<file path="src/rtl/blk_mem_pkg.sv">
// rtl/blk_mem_pkg.sv - shared constants for block RAM clients
package blk_mem_pkg;

  // Reader FSM encoding, kept as plain constants so older clients can reuse it
  typedef logic [1:0] rd_state_t;
  localparam rd_state_t ST_IDLE  = 2'd0;
  localparam rd_state_t ST_READ  = 2'd1;
  localparam rd_state_t ST_FLUSH = 2'd2;

  // Entries in the read-data skid buffer
  localparam int SKID_DEPTH = 2;

  // Clocks from address to data on the RAM read port
  localparam int READ_LATENCY = 1;

endpackage

</file>
<file path="src/rtl/blk_mem_reader_skid.sv">
// rtl/blk_mem_reader_skid.sv - two-entry skid FIFO for returned RAM words
module blk_mem_reader_skid
  import blk_mem_pkg::*;
#(
  parameter int DATA_WIDTH = 8
) (
  input  logic                  clk,
  input  logic                  rst,
  input  logic                  i_push,
  input  logic [DATA_WIDTH-1:0] i_push_data,
  input  logic                  i_pop,
  output logic [DATA_WIDTH-1:0] o_head,
  output logic [1:0]            o_count
);

  logic [DATA_WIDTH-1:0] mem_q [SKID_DEPTH];
  logic [DATA_WIDTH-1:0] mem_d [SKID_DEPTH];
  logic                  wr_ptr_q, wr_ptr_d;
  logic                  rd_ptr_q, rd_ptr_d;
  logic [1:0]            count_q, count_d;
  logic                  do_push, do_pop;

  // Next-state for storage, pointers and occupancy; pop of an empty FIFO is ignored
  always_comb begin
    do_pop   = i_pop && (count_q != 2'd0);
    do_push  = i_push && ((count_q != 2'(SKID_DEPTH)) || do_pop);
    mem_d    = mem_q;
    wr_ptr_d = wr_ptr_q;
    rd_ptr_d = rd_ptr_q;
    if (do_push) begin
      mem_d[wr_ptr_q] = i_push_data;
      wr_ptr_d        = ~wr_ptr_q;
    end
    if (do_pop) begin
      rd_ptr_d = ~rd_ptr_q;
    end
    count_d = count_q + 2'(do_push) - 2'(do_pop);
  end

  // Register update; storage is cleared so the head reads zero out of reset
  always_ff @(posedge clk) begin
    if (rst) begin
      for (int i = 0; i < SKID_DEPTH; i++) begin
        mem_q[i] <= '0;
      end
      wr_ptr_q <= 1'b0;
      rd_ptr_q <= 1'b0;
      count_q  <= 2'd0;
    end else begin
      mem_q    <= mem_d;
      wr_ptr_q <= wr_ptr_d;
      rd_ptr_q <= rd_ptr_d;
      count_q  <= count_d;
    end
  end

  assign o_head  = mem_q[rd_ptr_q];
  assign o_count = count_q;

endmodule

</file>
<file path="src/rtl/blk_mem_reader.sv">
// rtl/blk_mem_reader.sv - streams a wrapping RAM address range out as valid/ready beats
module blk_mem_reader
  import blk_mem_pkg::*;
#(
  parameter int DATA_WIDTH    = 8,
  parameter int ADDRESS_WIDTH = 4
) (
  input  logic                     clk,
  input  logic                     rst,
  input  logic                     i_start,
  input  logic [ADDRESS_WIDTH-1:0] i_base_addr,
  input  logic [ADDRESS_WIDTH:0]   i_count,
  output logic                     o_busy,
  output logic                     o_done,
  output logic [ADDRESS_WIDTH-1:0] o_mem_addr,
  input  logic [DATA_WIDTH-1:0]    i_mem_data,
  output logic [DATA_WIDTH-1:0]    o_data,
  output logic                     o_valid,
  output logic                     o_last,
  input  logic                     i_ready
);

  localparam int CW = ADDRESS_WIDTH + 1;

  rd_state_t              state_q, state_d;
  logic [ADDRESS_WIDTH-1:0] ptr_q, ptr_d;
  logic [CW-1:0]          issue_rem_q, issue_rem_d;
  logic [CW-1:0]          beat_rem_q, beat_rem_d;
  logic                   inflight_q, inflight_d;

  logic [1:0]             fifo_count;
  logic [DATA_WIDTH-1:0]  fifo_head;
  logic                   handshake;
  logic                   issue;
  logic [2:0]             credit_after;

  // The word returning this cycle always has a slot: issue never lets
  // buffered + in-flight exceed the skid depth.
  blk_mem_reader_skid #(
    .DATA_WIDTH (DATA_WIDTH)
  ) u_skid (
    .clk         (clk),
    .rst         (rst),
    .i_push      (inflight_q),
    .i_push_data (i_mem_data),
    .i_pop       (handshake),
    .o_head      (fifo_head),
    .o_count     (fifo_count)
  );

  // Issue a read when words remain and the slot freed by this cycle's handshake keeps credit under the skid depth
  always_comb begin
    handshake    = (fifo_count != 2'd0) && i_ready;
    credit_after = 3'(fifo_count) + 3'(inflight_q) - 3'(handshake);
    issue        = (state_q == ST_READ) && (issue_rem_q != '0) &&
                   (credit_after < 3'(SKID_DEPTH));
  end

  // FSM, address pointer, issue and beat counters
  always_comb begin
    state_d     = state_q;
    ptr_d       = ptr_q;
    issue_rem_d = issue_rem_q;
    beat_rem_d  = beat_rem_q;
    inflight_d  = issue;
    case (state_q)
      ST_IDLE: begin
        if (i_start) begin
          ptr_d       = i_base_addr;
          issue_rem_d = i_count;
          beat_rem_d  = i_count;
          state_d     = (i_count == '0) ? ST_FLUSH : ST_READ;
        end
      end
      ST_READ: begin
        if (issue) begin
          ptr_d       = ptr_q + ADDRESS_WIDTH'(1);
          issue_rem_d = issue_rem_q - CW'(1);
        end
        if (handshake) begin
          beat_rem_d = beat_rem_q - CW'(1);
          if (beat_rem_q == CW'(1)) begin
            state_d = ST_FLUSH;
          end
        end
      end
      ST_FLUSH: begin
        state_d = ST_IDLE;
      end
      default: begin
        state_d = ST_IDLE;
      end
    endcase
  end

  // Control registers; reset drops any read still in flight
  always_ff @(posedge clk) begin
    if (rst) begin
      state_q     <= ST_IDLE;
      ptr_q       <= '0;
      issue_rem_q <= '0;
      beat_rem_q  <= '0;
      inflight_q  <= 1'b0;
    end else begin
      state_q     <= state_d;
      ptr_q       <= ptr_d;
      issue_rem_q <= issue_rem_d;
      beat_rem_q  <= beat_rem_d;
      inflight_q  <= inflight_d;
    end
  end

  assign o_mem_addr = ptr_q;
  assign o_busy     = (state_q != ST_IDLE);
  assign o_done     = (state_q == ST_FLUSH);
  assign o_valid    = (fifo_count != 2'd0);
  assign o_data     = fifo_head;
  assign o_last     = o_valid && (beat_rem_q == CW'(1));

endmodule
</file>
<file path="config.mk">
export PLATFORM = sky130hd
export DESIGN_NAME = blk_mem_reader
export DESIGN_NICKNAME = d
export VERILOG_FILES = /design/src/rtl/blk_mem_pkg.sv /design/src/rtl/blk_mem_reader_skid.sv /design/src/rtl/blk_mem_reader.sv
export SDC_FILE = /design/constraint.sdc
export NUM_CORES = 1
export LEC_CHECK = 0
export BUFFER_PORTS_ARGS = -buffer_cell sky130_fd_sc_hd__clkbuf_2
export CORE_AREA = 2 2 85 87
export CTS_CLUSTER_SIZE = 20
export DETAILED_ROUTE_END_ITERATION = 16
export DIE_AREA = 0 0 87 89
export SYNTH_ARGS = -nofsm -noshare
export SYNTH_HDL_FRONTEND = slang
export SYNTH_SLANG_ARGS = --single-unit
</file>
<file path="constraint.sdc">
create_clock -name clk -period 2.7 [get_ports clk]
set_clock_uncertainty 0.15 [all_clocks]
set_input_delay 0.405 -clock clk [delete_from_list [all_inputs] [get_ports clk]]
set_output_delay 0.405 -clock clk [all_outputs]
set_load 0.005 [all_outputs]
</file>
* Word-level counts from Yosys, hierarchy flattened
Index checks and enable logic that the tools add are counted.
Cells by class: $add $sub $neg 7, magnitude comparators 4, equality and inequality tests 8, mux-type cells 19, bitwise operators 4, reduce and logical (&&, ||, !) cells 17
Operators with widths (number):
- two-way mux 8 bit | 4
- one-hot mux 5 bit (2 select lines) | 2
- bitwise mux 16 bit | 1
- two-way mux 5 bit | 3
- subtractor 5 x 1 -> 5 bit (second input constant) | 2
- AND reduction 3 bit | 3
- demux 8 bit (select 1 bit) | 1
- two-way mux 2 bit | 4
- two-way mux 4 bit | 2
- one-hot mux 4 bit (2 select lines) | 1
- logical AND 1 bit | 7
- inequality test 2 bit (second input constant) | 3
- nonzero test 2 bit | 3
- == test 5 x 1 -> 1 bit (second input constant) | 1
- logical NOT 5 bit | 1
- nonzero test 5 bit | 1
- adder 4 x 1 -> 4 bit (second input constant) | 1
- greater-or-equal comparator 2 bit (second input constant) | 2
- inequality test 2 x 1 -> 1 bit (second input constant) | 2
- NOT 1 -> 2 bit | 2
- one-hot mux 2 bit (2 select lines) | 1
- adder 2 x 1 -> 3 bit | 1
- less-than comparator 3 x 2 -> 1 bit (second input constant) | 1
- subtractor 3 x 1 -> 3 bit | 1
- 8 further kinds | 9
Word-level totals: register bits 37

* Depth between registers and ports, before layout
Gate-level depths: netlist (run 1).
depth after elaboration 7, mapped depth 10

* By module
Synthesis (run 1) repeated with hierarchy kept, for this count alone.
Unflattened totals: cells, all modules 231, area, all modules 2110.8 µm²
By module, submodules not included:
- blk_mem_reader | times used 1, cells an instance 132, area each 1144.8 µm²
- blk_mem_reader_skid | times used 1, cells an instance 99, area each 965.9 µm²

* Least setup slack after synthesis (run 1)
OpenSTA, ideal clock, no wires.
path type reg-to-reg, start register u_skid.count_q[1], in the netlist u_skid.o_count[1], end register ptr_q[0], in the netlist o_mem_addr[0], setup time 0.071 ns, arrival time 2.372 ns, required time 2.479 ns, path slack 0.107 ns, cell stages (with the launch flop) 10, buffers on the path 1, clock period less this slack 2.593 ns, path through dfxtp_1 buf_2 o21a_1 ha_1 nand2b_1 fa_1 xnor2_1 a41oi_4 or3_1 a21oi_1
On the way: longest elaborated chain between the ends 7
Ends and longest elaborated chain:
- start, declared | line blk_mem_reader_skid.sv:20 | logic [1:0] count_q, count_d;
- start signal, assigned | line blk_mem_reader_skid.sv:53 | count_q <= count_d;
- parallel branches: the longest is 2 deep, another holds adder 2 x 1 -> 3 bit
- subtractor 3 x 1 -> 3 bit * | line blk_mem_reader.sv:54 | credit_after = 3'(fifo_count) + 3'(inflight_q) - 3'(handshake);
- less-than comparator 3 x 2 -> 1 bit * | line blk_mem_reader.sv:56 | (credit_after < 3'(SKID_DEPTH));
- logical AND 1 bit * | line blk_mem_reader.sv:55 | issue = (state_q == ST_READ) && (issue_rem_q != '0) &&
- inequality test 2 bit (no line) *
- AND reduction 3 bit (no line) *
- end signal, assigned | line blk_mem_reader.sv:106 | ptr_q <= ptr_d;
- end, declared | line blk_mem_reader.sv:26 | logic [ADDRESS_WIDTH-1:0] ptr_q, ptr_d;
Every way passes the cells marked *. A chain may end at the register's enable or synchronous reset.

* Final worst setup path (run 1)
start register u_skid.count_q[0], in the netlist u_skid.o_count[0], end register ptr_q[0], in the netlist o_mem_addr[0]
Same word-level chain as after synthesis.

==> impl_metrics.tcl, run 1 <==
set metrics [dict create \
    power.share.combinational_pct 34.6 \
    unrepaired_setup_endpoints_after_global_routing "no" \
    status "complete, no violations" \
    power-per-cell-area_mw_per_mm2 789 \
    syn2layout_area_growth_pct 18.6 \
    cts_tree "done" \
    setup-violations-final 0 \
    detailroute.wirelength.met3_um 229 \
    routedLengthMet1_um 2310 \
    internal-power_w 0.00124 \
    height_of_the_die_um 89 \
    portBuffers 36 \
    initial_antenna_violation_count 0 \
    fin_worst_hold_slack_ns 0.220 \
    avgSynthCellArea_um2 8.60 \
    post-synth-top-count-cell "dfxtp_1" \
    pin_count 37 \
    detailed_place_hpwl_um 3370 \
    setup.reg_to_reg.worst_slack_ns 0.17 \
    mappedNetlistArea_mm2 0.00199 \
    clk_transition_reported_paths_ns 0.07 \
    synth_top_family_by_area "simple AND/OR/NAND/NOR gates" \
    totalPowerFinal_w 0.00187 \
    worstSetupEndpointType "register" \
    min_period_over_period_pct 93.7 \
    cp_cell_sequence "o21a_1, ha_1, nand2b_1, fa_1, xnor2_2, a41oi_4, or3_1, a21oi_1" \
    hold_path.class "in2reg" \
    placedInstanceArea_mm2 0.00224 \
    sinks_on_clock_net 37 \
    synth_top_area_share_pct 37.1 \
    highest-signal-layer "met4" \
    cts_made_buffers 5 \
    initial_util_pct 29.7 \
    average_wire_per_standard_cell_um 13.5 \
    dr_wl_met2_um 2100 \
    synthCells 232 \
    std_cell_rows 30 \
    gp_routability_congestion 0.779 \
    wl_um 4710 \
    async_flop_share_pct 0 \
    totalNegativeSetupSlack_ns 0 \
    dp_slack_ns 0.0154 \
    clkLatencyLatePin_ns 0.29 \
    cp_data_arrival_time_ns 2.60 \
    nNetsFinal 297 \
    worstHoldStart "i_mem_data[7]" \
    detail_route.drc_violations 0 \
    cts.repair_timing.setup_buffer_count 0 \
    worst_r2r_path_depth 8 \
    slew_headroom_pct 60.3 \
    drtIter0Drc 52 \
    worstSetupStartpointType "register" \
    first_global_vias 1586 \
    core_region_area_mm2 0.00672 \
    grt_max_degree 23 \
    finalMaxSlewViolations 0 \
    post_synth_main_area_contributors "dfxtp_1, a21oi_1, ha_1" \
    ctsLongestPathBuffers 2 \
    path_class "reg2reg" \
    worst_ir_drop_vdd_mv 0.235 \
    wire_length_of_the_first_global_routing_pass_um 7620 \
    mappedNetlistNets 262 \
    r2r-end "o_mem_addr[0]" \
    synthMuxAreaShare_pct 8.53 \
    synth_top_flop_cell "dfxtp_1" \
    proportion_of_synthesized_chip_area_in_sequential_cells_pct 37.1 \
    antenna_cells 0 \
    xor_and_xnor_area_share_after_synthesis_pct 2.20 \
    ys.warnings.count 0 \
    critPathMaxFanout 10 \
    max_freq_ghz 0.395 \
    clock_tree.root_cell "clkbuf_8" \
    hold_violations 0 \
    synth-compound-area-share_pct 18.9 \
    setup_ws_ns 0.169 \
    crit_buf_inv 0 \
    seq_power_share_pct 38.9 \
    vias_cell 5.04 \
    swShare_pct 33.3 \
    ant_nets 0 \
    max-cap-violations 0 \
    final_period_minus_worst_setup_slack_ns 2.53 \
    synthTopCellsByCount "dfxtp_1, a21oi_1, nor2_1" \
    synth_adder_area_share_pct 6.02 \
    critical_path.max_stage_delay_ns 0.41 \
    worst_slew_pin_slew_ns 0.596 \
    final_layout_size_suffix_gt1_share_pct 26.5 \
    power.clock.fraction_pct 26.5 \
    hold_path_end "u_skid.mem_q[7]" \
    grt_util_all_layers_pct 12.4 \
    timing.critical_path.max_delay_family "adder cells" \
    min_path_cells 3 \
    cpMaxStageDelayCell "fa_1" \
    worst_r2r_startpoint "u_skid.o_count[0]" \
    htree_num_levels 2 \
    postSynthRegisterBits 37 \
    static-leakage-power_nw 0.956 \
    required_ns 2.77 \
    net-switching-power_w 0.000622 \
    finish.instance_area_mm2 0.00237 \
    grt.overflow.total 0 \
    yosys.cell_types.count 48 \
    die_width_um 87 \
    netlist.top_cell.by_area "dfxtp_1" \
    route.vias.total 1754 \
    synthSimpleGateAreaFrac_pct 21.2 \
    final.fill_count 689 \
    floorplan.die_area_mm2 0.00774 \
    number_of_flops_mapped_to_enable_cells_by_yosys 0 \
    drtPass1Iterations 4 \
]
per-stage QoR:
step	std cells	utilization [%]
2_1_floorplan	232	-
3_3_place_gp	340	33.4
3_5_place_dp	340	33.4
4_1_cts	348	35.1
5_1_grt	348	35.2
6_report	348	35.2
how the worst max path moves through the flow:
| stage | from | to | slack, ns | cells after the start |
|---|---|---|---|---|
| 3_3_place_gp | i_ready | o_mem_addr[0] | 0.06 | 9 |
| 2_1_floorplan | u_skid.o_count[1] | o_mem_addr[0] | 0.11 | 9 |
| 6_report | u_skid.o_count[0] | o_mem_addr[0] | 0.17 | 8 |
| 3_5_place_dp | i_ready | o_mem_addr[0] | 0.02 | 9 |
| 4_1_cts | u_skid.o_count[0] | o_mem_addr[0] | 0.09 | 8 |
| 5_1_grt | u_skid.o_count[0] | o_mem_addr[0] | 0.08 | 8 |
routing by layer:
layer | global-route usage, % | vias up
li1 | - | 893
met1 | 17.3 | 816
met2 | 18.9 | 39
met3 | 3.14 | 6
met4 | 3.84 | 0
met5 | 0 | -
sequential cells by signal, summed over array words and instances, names as in the netlist:
signal,count
o_mem_addr,4
issue_rem_q,5
u_skid.wr_ptr_q,1
u_skid.rd_ptr_q,1
state_q,2
u_skid.mem_q,16
u_skid.o_count,2
beat_rem_q,5
inflight_q,1
area by class of cell:
cell class              count  area [um2]  share of cell area, %
multi-input cells         170        1140                   48.3
flip-flops and latches     37         741                   31.3
repair buffers             42         225                   9.52
well taps                  80         100                   4.23
clock buffers               7        86.3                   3.65
inverters                  11        41.3                   1.75
clock inverters             1        30.0                   1.27
placed cells by master, fill, tap and decap left out, types with 2 or more instances in the layout:
master,n
and3_1,2
nand3_1,10
and2_1,3
o32ai_1,4
mux2i_1,8
a21oi_2,2
or3_1,2
xnor2_1,3
mux2_2,8
nand2_1,19
nor4_1,2
clkbuf_8,6
inv_1,11
o21ai_0,5
nand2b_1,3
buf_4,6
o31a_2,2
a31oi_1,3
nor2b_1,4
nor2_1,23
o211ai_1,2
nor3_1,7
a21oi_1,24
a21o_2,2
dfxtp_1,37
ha_1,8
clkbuf_2,36
nand3b_1,2
o21a_1,4
kinds of logic after synthesis:
logic type / Yosys count
AOI/OAI and AO/OA: 55
xor gates and xnor gates: 5
adders and majority gates: 9
buffers and inverters: 25
DFF: 37
muxes: 16
and+or+nand+nor: 85
worst register-to-register path, stage by stage (launching register included):
cell and delay (ns):
dfxtp_1 0.34, o21a_1 0.18, ha_1 0.26, nand2b_1 0.15, fa_1 0.41, xnor2_2 0.22, a41oi_4 0.23, or3_1 0.39
a21oi_1 0.14
power groups by stage:
stage / Combinational [W] / Clock (W) / Sequential [W]
floorplan: 0.000519 / 0 / 0.000687
global placement: 0.000620 / 0 / 0.000734
detailed placement: 0.000630 / 0 / 0.000735
CTS: 0.000633 / 0.000510 / 0.000724
global route: 0.000721 / 0.000528 / 0.000742
finish: 0.000646 / 0.000495 / 0.000726
what timing repair did:
item	in CTS	in global routing
setup endpoints to repair	0	4
hold buffers	0	0
resized for setup	0	1
Power figures use the tool's default switching activity.
==> inputs of run 2 (changes only) <==
Settings changed: CTS_CLUSTER_SIZE 20 to 28.
Clock period 2.7 ns to 2.6 ns, I/O delays scaled along.
==> impl_metrics.tcl, run 2 (same netlist as run 1, synthesis figures left out) <==
set metrics [dict create \
    finalMaxSlewViolations 0 \
    clkLatencyLatePin_ns 0.29 \
    initial_antenna_violation_count 0 \
    setup.reg_to_reg.worst_slack_ns 0.14 \
    totalNegativeSetupSlack_ns 0 \
    grt.overflow.total 0 \
    detailed_place_hpwl_um 3400 \
    min_path_cells 3 \
    setup_ws_ns 0.136 \
    cts_tree "done" \
    setup.worst_path.start "u_skid.o_count[0]" \
    setup-violations-final 0 \
    worstSetupEndpointType "register" \
    die_width_um 87 \
    final_cell_utilization_of_the_core_pct 36.0 \
    hold_violations 0 \
    detail_route.drc_violations 0 \
    most_frequent_standard_cell_in_the_layout_excluding_fill_and_tap_cells "dfxtp_1" \
    path_class "reg2reg" \
    final_period_minus_worst_setup_slack_ns 2.46 \
    static-leakage-power_nw 0.979 \
    antenna_cells 0 \
    max_freq_ghz 0.406 \
    hold_path_end "u_skid.mem_q[7]" \
    core_region_area_mm2 0.00672 \
    initial_util_pct 29.7 \
    syn2layout_area_growth_pct 21.4 \
    average_wire_per_standard_cell_um 13.7 \
    cp_data_arrival_time_ns 2.54 \
    min_period_over_period_pct 94.8 \
    ant_nets 0 \
    slew_headroom_pct 52.1 \
    worst_r2r_path_depth 8 \
    gp_routability_congestion 0.751 \
    status "complete, no violations" \
    top_registers "u_skid.mem_q: 16 flops, beat_rem_q: 5 flops, issue_rem_q: 5 flops" \
    worstHoldStart "i_mem_data[7]" \
    cts.repair_timing.setup_buffer_count 0 \
    power-per-cell-area_mw_per_mm2 825 \
    first_global_vias 1707 \
    wire_length_of_the_first_global_routing_pass_um 8030 \
    grt_util_all_layers_pct 13.2 \
    pin_count 37 \
    hold_path.class "in2reg" \
    vias_cell 5.03 \
    critPathMaxFanout 5 \
    required_ns 2.67 \
    r2r-end "o_mem_addr[0]" \
    worst_r2r_startpoint "u_skid.o_count[0]" \
    ctsLongestPathBuffers 2 \
    nNetsFinal 303 \
    registers.top_by_ff_count "u_skid.mem_q" \
    portBuffers 36 \
    largest_register_ffs 16 \
    dp_slack_ns -0.0627 \
    unrepaired_setup_endpoints_after_global_routing "no" \
    clock_tree.root_cell "clkbuf_8" \
    worstSetupStartpointType "register" \
    route.vias.total 1776 \
    wl_um 4840 \
    std_cell_rows 30 \
    fin_worst_hold_slack_ns 0.199 \
    worst_slew_pin_slew_ns 0.717 \
    mostFrequentLayoutCells "dfxtp_1, clkbuf_2, a21oi_1, nor2_1, nand2_1" \
    drtIter0Drc 96 \
    final_layout_size_suffix_gt1_share_pct 28.6 \
    cts_hold_buffers 0 \
    max-cap-violations 0 \
    cts_made_buffers 5 \
    worst_ir_drop_vdd_mv 0.251 \
    height_of_the_die_um 89 \
    clk_transition_reported_paths_ns 0.08 \
    htree_num_levels 2 \
    drtPass1Iterations 4 \
    grt_max_degree 23 \
    sinks_on_clock_net 37 \
    floorplan.die_area_mm2 0.00774 \
]
[run 2: cell count changes in the layout (fill, tap and decap cells not counted)]
cell / before / now
fa_1: 1 / 0
clkinv_2: 0 / 1
fa_2: 0 / 1
clkbuf_1: 1 / 0
xnor2_2: 1 / 0
buf_4: 6 / 11
clkbuf_8: 6 / 5
a41oi_2: 0 / 1
xnor2_4: 0 / 1
[run 2: stage by stage]
| stage | cells | total power, W | instance area (um2) |
|---|---|---|---|
| global placement | 345 | 0.00143 | 2280 |
| global route | 353 | 0.00215 | 2420 |
| detailed placement | 345 | 0.00144 | 2280 |
| floorplan | 232 | 0.00125 | 1990 |
| CTS | 352 | 0.00196 | 2390 |
| finish | 353 | 0.00200 | 2420 |
[run 2: per-layer routing]
metal / vias up / GRT usage (%) / routed length (um)
met5: - / 0 / 0
met4: 0 / 5.11 / 35
met3: 2 / 2.68 / 239
met2: 53 / 20.8 / 2290
met1: 824 / 17.7 / 2280
li1: 897 / - / -
[run 2: area by class of cell]
cell class	count	area, um2
timing repair buffer	47	263
clock inverter	2	35.0
sequential	37	741
clock buffer	5	68.8
inverter	11	41.3
tap	80	100
fill	711	4300
multi-input combinational	171	1170
[run 2: where the power goes]
part           switching [W]  total (W)  internal, W  leakage [nW]
combinational       0.000381   0.000765     0.000385         0.624
clock               0.000208   0.000487     0.000279        0.0540
sequential         0.0000985   0.000746     0.000647         0.301
total               0.000687    0.00200      0.00131         0.979
[run 2: critical path, stage by stage, from the launching register on]
cell      delay (ns)
dfxtp_1         0.34
o21a_1          0.17
ha_1            0.26
nand2b_1        0.16
fa_2            0.39
xnor2_4         0.24
a41oi_4         0.17
or3_1           0.38
a21oi_1         0.14
[run 2: worst max-delay path by stage]
stage / endpoint / slack, ns / cells after the start
after global placement: o_mem_addr[0] / -0.01 / 9
final: o_mem_addr[0] / 0.14 / 8
after floorplan: o_mem_addr[0] / 0.007 / 9
after global routing: o_mem_addr[0] / 0.01 / 8
after detailed placement: o_mem_addr[0] / -0.06 / 9
after CTS: o_mem_addr[0] / 0.06 / 8
[run 2: repair_timing]
action                                  in CTS  in global routing
endpoints found under the hold margin        0                  0
resized for setup                            1                  2
cloned                                       0                  1
endpoints found under the setup margin       1                  5
pin swaps                                    0                  2
==> inputs of run 3 (changes only) <==
Clock period 2.6 ns to 2.8 ns, I/O delays scaled along.
==> impl_metrics.tcl, run 3 (same netlist as run 1, synthesis figures left out) <==
set metrics [dict create \
    portBuffers 36 \
    vias_cell 5.01 \
    antenna_cells 0 \
    htree_num_levels 2 \
    worst_ir_drop_vdd_mv 0.230 \
    power.share.combinational_pct 34.7 \
    cpMaxStageDelayCell "or3_1" \
    core_region_area_mm2 0.00672 \
    average_wire_per_standard_cell_um 13.4 \
    grt_max_degree 23 \
    critPathMaxFanout 14 \
    wl_um 4650 \
    syn2layout_area_growth_pct 17.3 \
    timing.critical_path.max_delay_family "adder cells" \
    nNetsFinal 296 \
    detail_route.drc_violations 0 \
    registers.top_by_ff_count "u_skid.mem_q" \
    cts_tree "done" \
    drtIter0Drc 143 \
    clock_tree.root_cell "clkbuf_8" \
    cts_hold_buffers 0 \
    wire_length_of_the_first_global_routing_pass_um 7400 \
    mostFrequentLayoutCells "dfxtp_1, clkbuf_2, a21oi_1, nor2_1, nand2_1" \
    std_cell_rows 30 \
    route.vias.total 1735 \
    worstSetupEndpointType "register" \
    final_period_minus_worst_setup_slack_ns 2.64 \
    first_global_vias 1524 \
    sinks_on_clock_net 37 \
    drtPass1Iterations 4 \
    final_layout_size_suffix_gt1_share_pct 25.9 \
    path_class "reg2reg" \
    net-switching-power_w 0.000589 \
    ctsLongestPathBuffers 2 \
    gp_routability_congestion 0.734 \
    power-per-cell-area_mw_per_mm2 746 \
    floorplan.die_area_mm2 0.00774 \
    cts_resized 0 \
    setup-violations-final 0 \
    most_frequent_standard_cell_in_the_layout_excluding_fill_and_tap_cells "dfxtp_1" \
    totalNegativeSetupSlack_ns 0 \
    cts.repair_timing.setup_buffer_count 0 \
    clkLatencyLatePin_ns 0.29 \
    numPlacedInstances 339 \
    unrepaired_setup_endpoints_after_global_routing "no" \
    cts_made_buffers 5 \
    required_ns 2.87 \
    initial_antenna_violation_count 0 \
    min_period_over_period_pct 94.4 \
    pin_count 37 \
    max-cap-violations 0 \
    post_layout_nonfiller_instances 346 \
    hold_path.class "in2reg" \
    largest_register_ffs 16 \
    seq_power_share_pct 40.0 \
    worst_slew_pin_slew_ns 0.640 \
    hold_violations 0 \
    swShare_pct 33.7 \
    height_of_the_die_um 89 \
    grt.overflow.total 0 \
    crit_buf_inv 0 \
    grt_util_all_layers_pct 12.2 \
    detailed_place_hpwl_um 3360 \
    initial_util_pct 29.7 \
    critical_path.max_stage_delay_ns 0.40 \
    worstSetupStartpointType "register" \
    status "complete, no violations" \
    finalMaxSlewViolations 0 \
    top_registers "u_skid.mem_q: 16 flops, beat_rem_q: 5 flops, issue_rem_q: 5 flops" \
    static-leakage-power_nw 0.945 \
    max_freq_ghz 0.378 \
    cp_data_arrival_time_ns 2.72 \
    internal-power_w 0.00116 \
    die_width_um 87 \
    finish.instance_area_mm2 0.00234 \
    ant_nets 0 \
    cp_cell_sequence "o21a_1, ha_1, nand2b_1, fa_1, xnor2_1, a41oi_4, or3_1, a21oi_1" \
    power.clock.fraction_pct 25.4 \
    placedInstanceArea_mm2 0.00223 \
    clk_transition_reported_paths_ns 0.07 \
    slew_headroom_pct 57.4 \
]
## run 3: power by group through the flow
stage / registers, W / clock network, W / logic (W)
after floorplan: 0.000662 / 0 / 0.000501
after global placement: 0.000707 / 0 / 0.000598
after detailed placement: 0.000710 / 0 / 0.000608
after CTS: 0.000698 / 0.000458 / 0.000612
after global routing: 0.000714 / 0.000479 / 0.000678
final: 0.000698 / 0.000443 / 0.000605
## run 3: worst min-delay path: cells and delay by family
family | cells | cell delay [ns]
AO/OA/AOI/OAI | 1 | 0.05
AND/OR/NAND/NOR | 1 | 0.06
buffers and inverters | 1 | 0.09
## run 3: final cells by class
class | count | area [um2]
Sequential cell | 37 | 741
Clock inverter | 2 | 35.0
Tap cell | 80 | 100
Multi-Input combinational cell | 170 | 1130
Clock buffer | 5 | 68.8
Fill cell | 713 | 4380
Timing Repair Buffer | 41 | 218
Inverter | 11 | 41.3
## run 3: metal layers
layer,vias to the layer above,global-route usage (%),share of wire [%]
met1,806,17.3,49
met2,38,18.1,46
met4,0,4.12,0.67
met3,3,2.68,3.5
li1,888,-,-
met5,-,0,0
## run 3: metrics by stage
stage          hold WS, ns  setup WS (ns)  utilization (%)  total power (W)
6_report             0.232          0.157             34.8          0.00175
5_1_grt              0.236         0.0145             34.8          0.00187
4_1_cts              0.227          0.147             34.8          0.00177
3_5_place_dp         0.297         0.0200             33.3          0.00132
3_3_place_gp         0.293         0.0613             33.3          0.00130
2_1_floorplan        0.283          0.207                -          0.00116
## run 3: path summary, 6_finish.rpt
| path | start | endpoint | slack, ns | cells after the start |
|---|---|---|---|---|
| setup / recovery | u_skid.o_count[0] | o_mem_addr[0] | 0.16 | 8 |
| hold / removal | i_mem_data[7] | u_skid.mem_q[7] | 0.23 | 3 |
| setup reg to reg | u_skid.o_count[0] | o_mem_addr[0] | 0.16 | 8 |
| hold reg to reg | u_skid.mem_q[5] | u_skid.mem_q[5] | 0.31 | 2 |
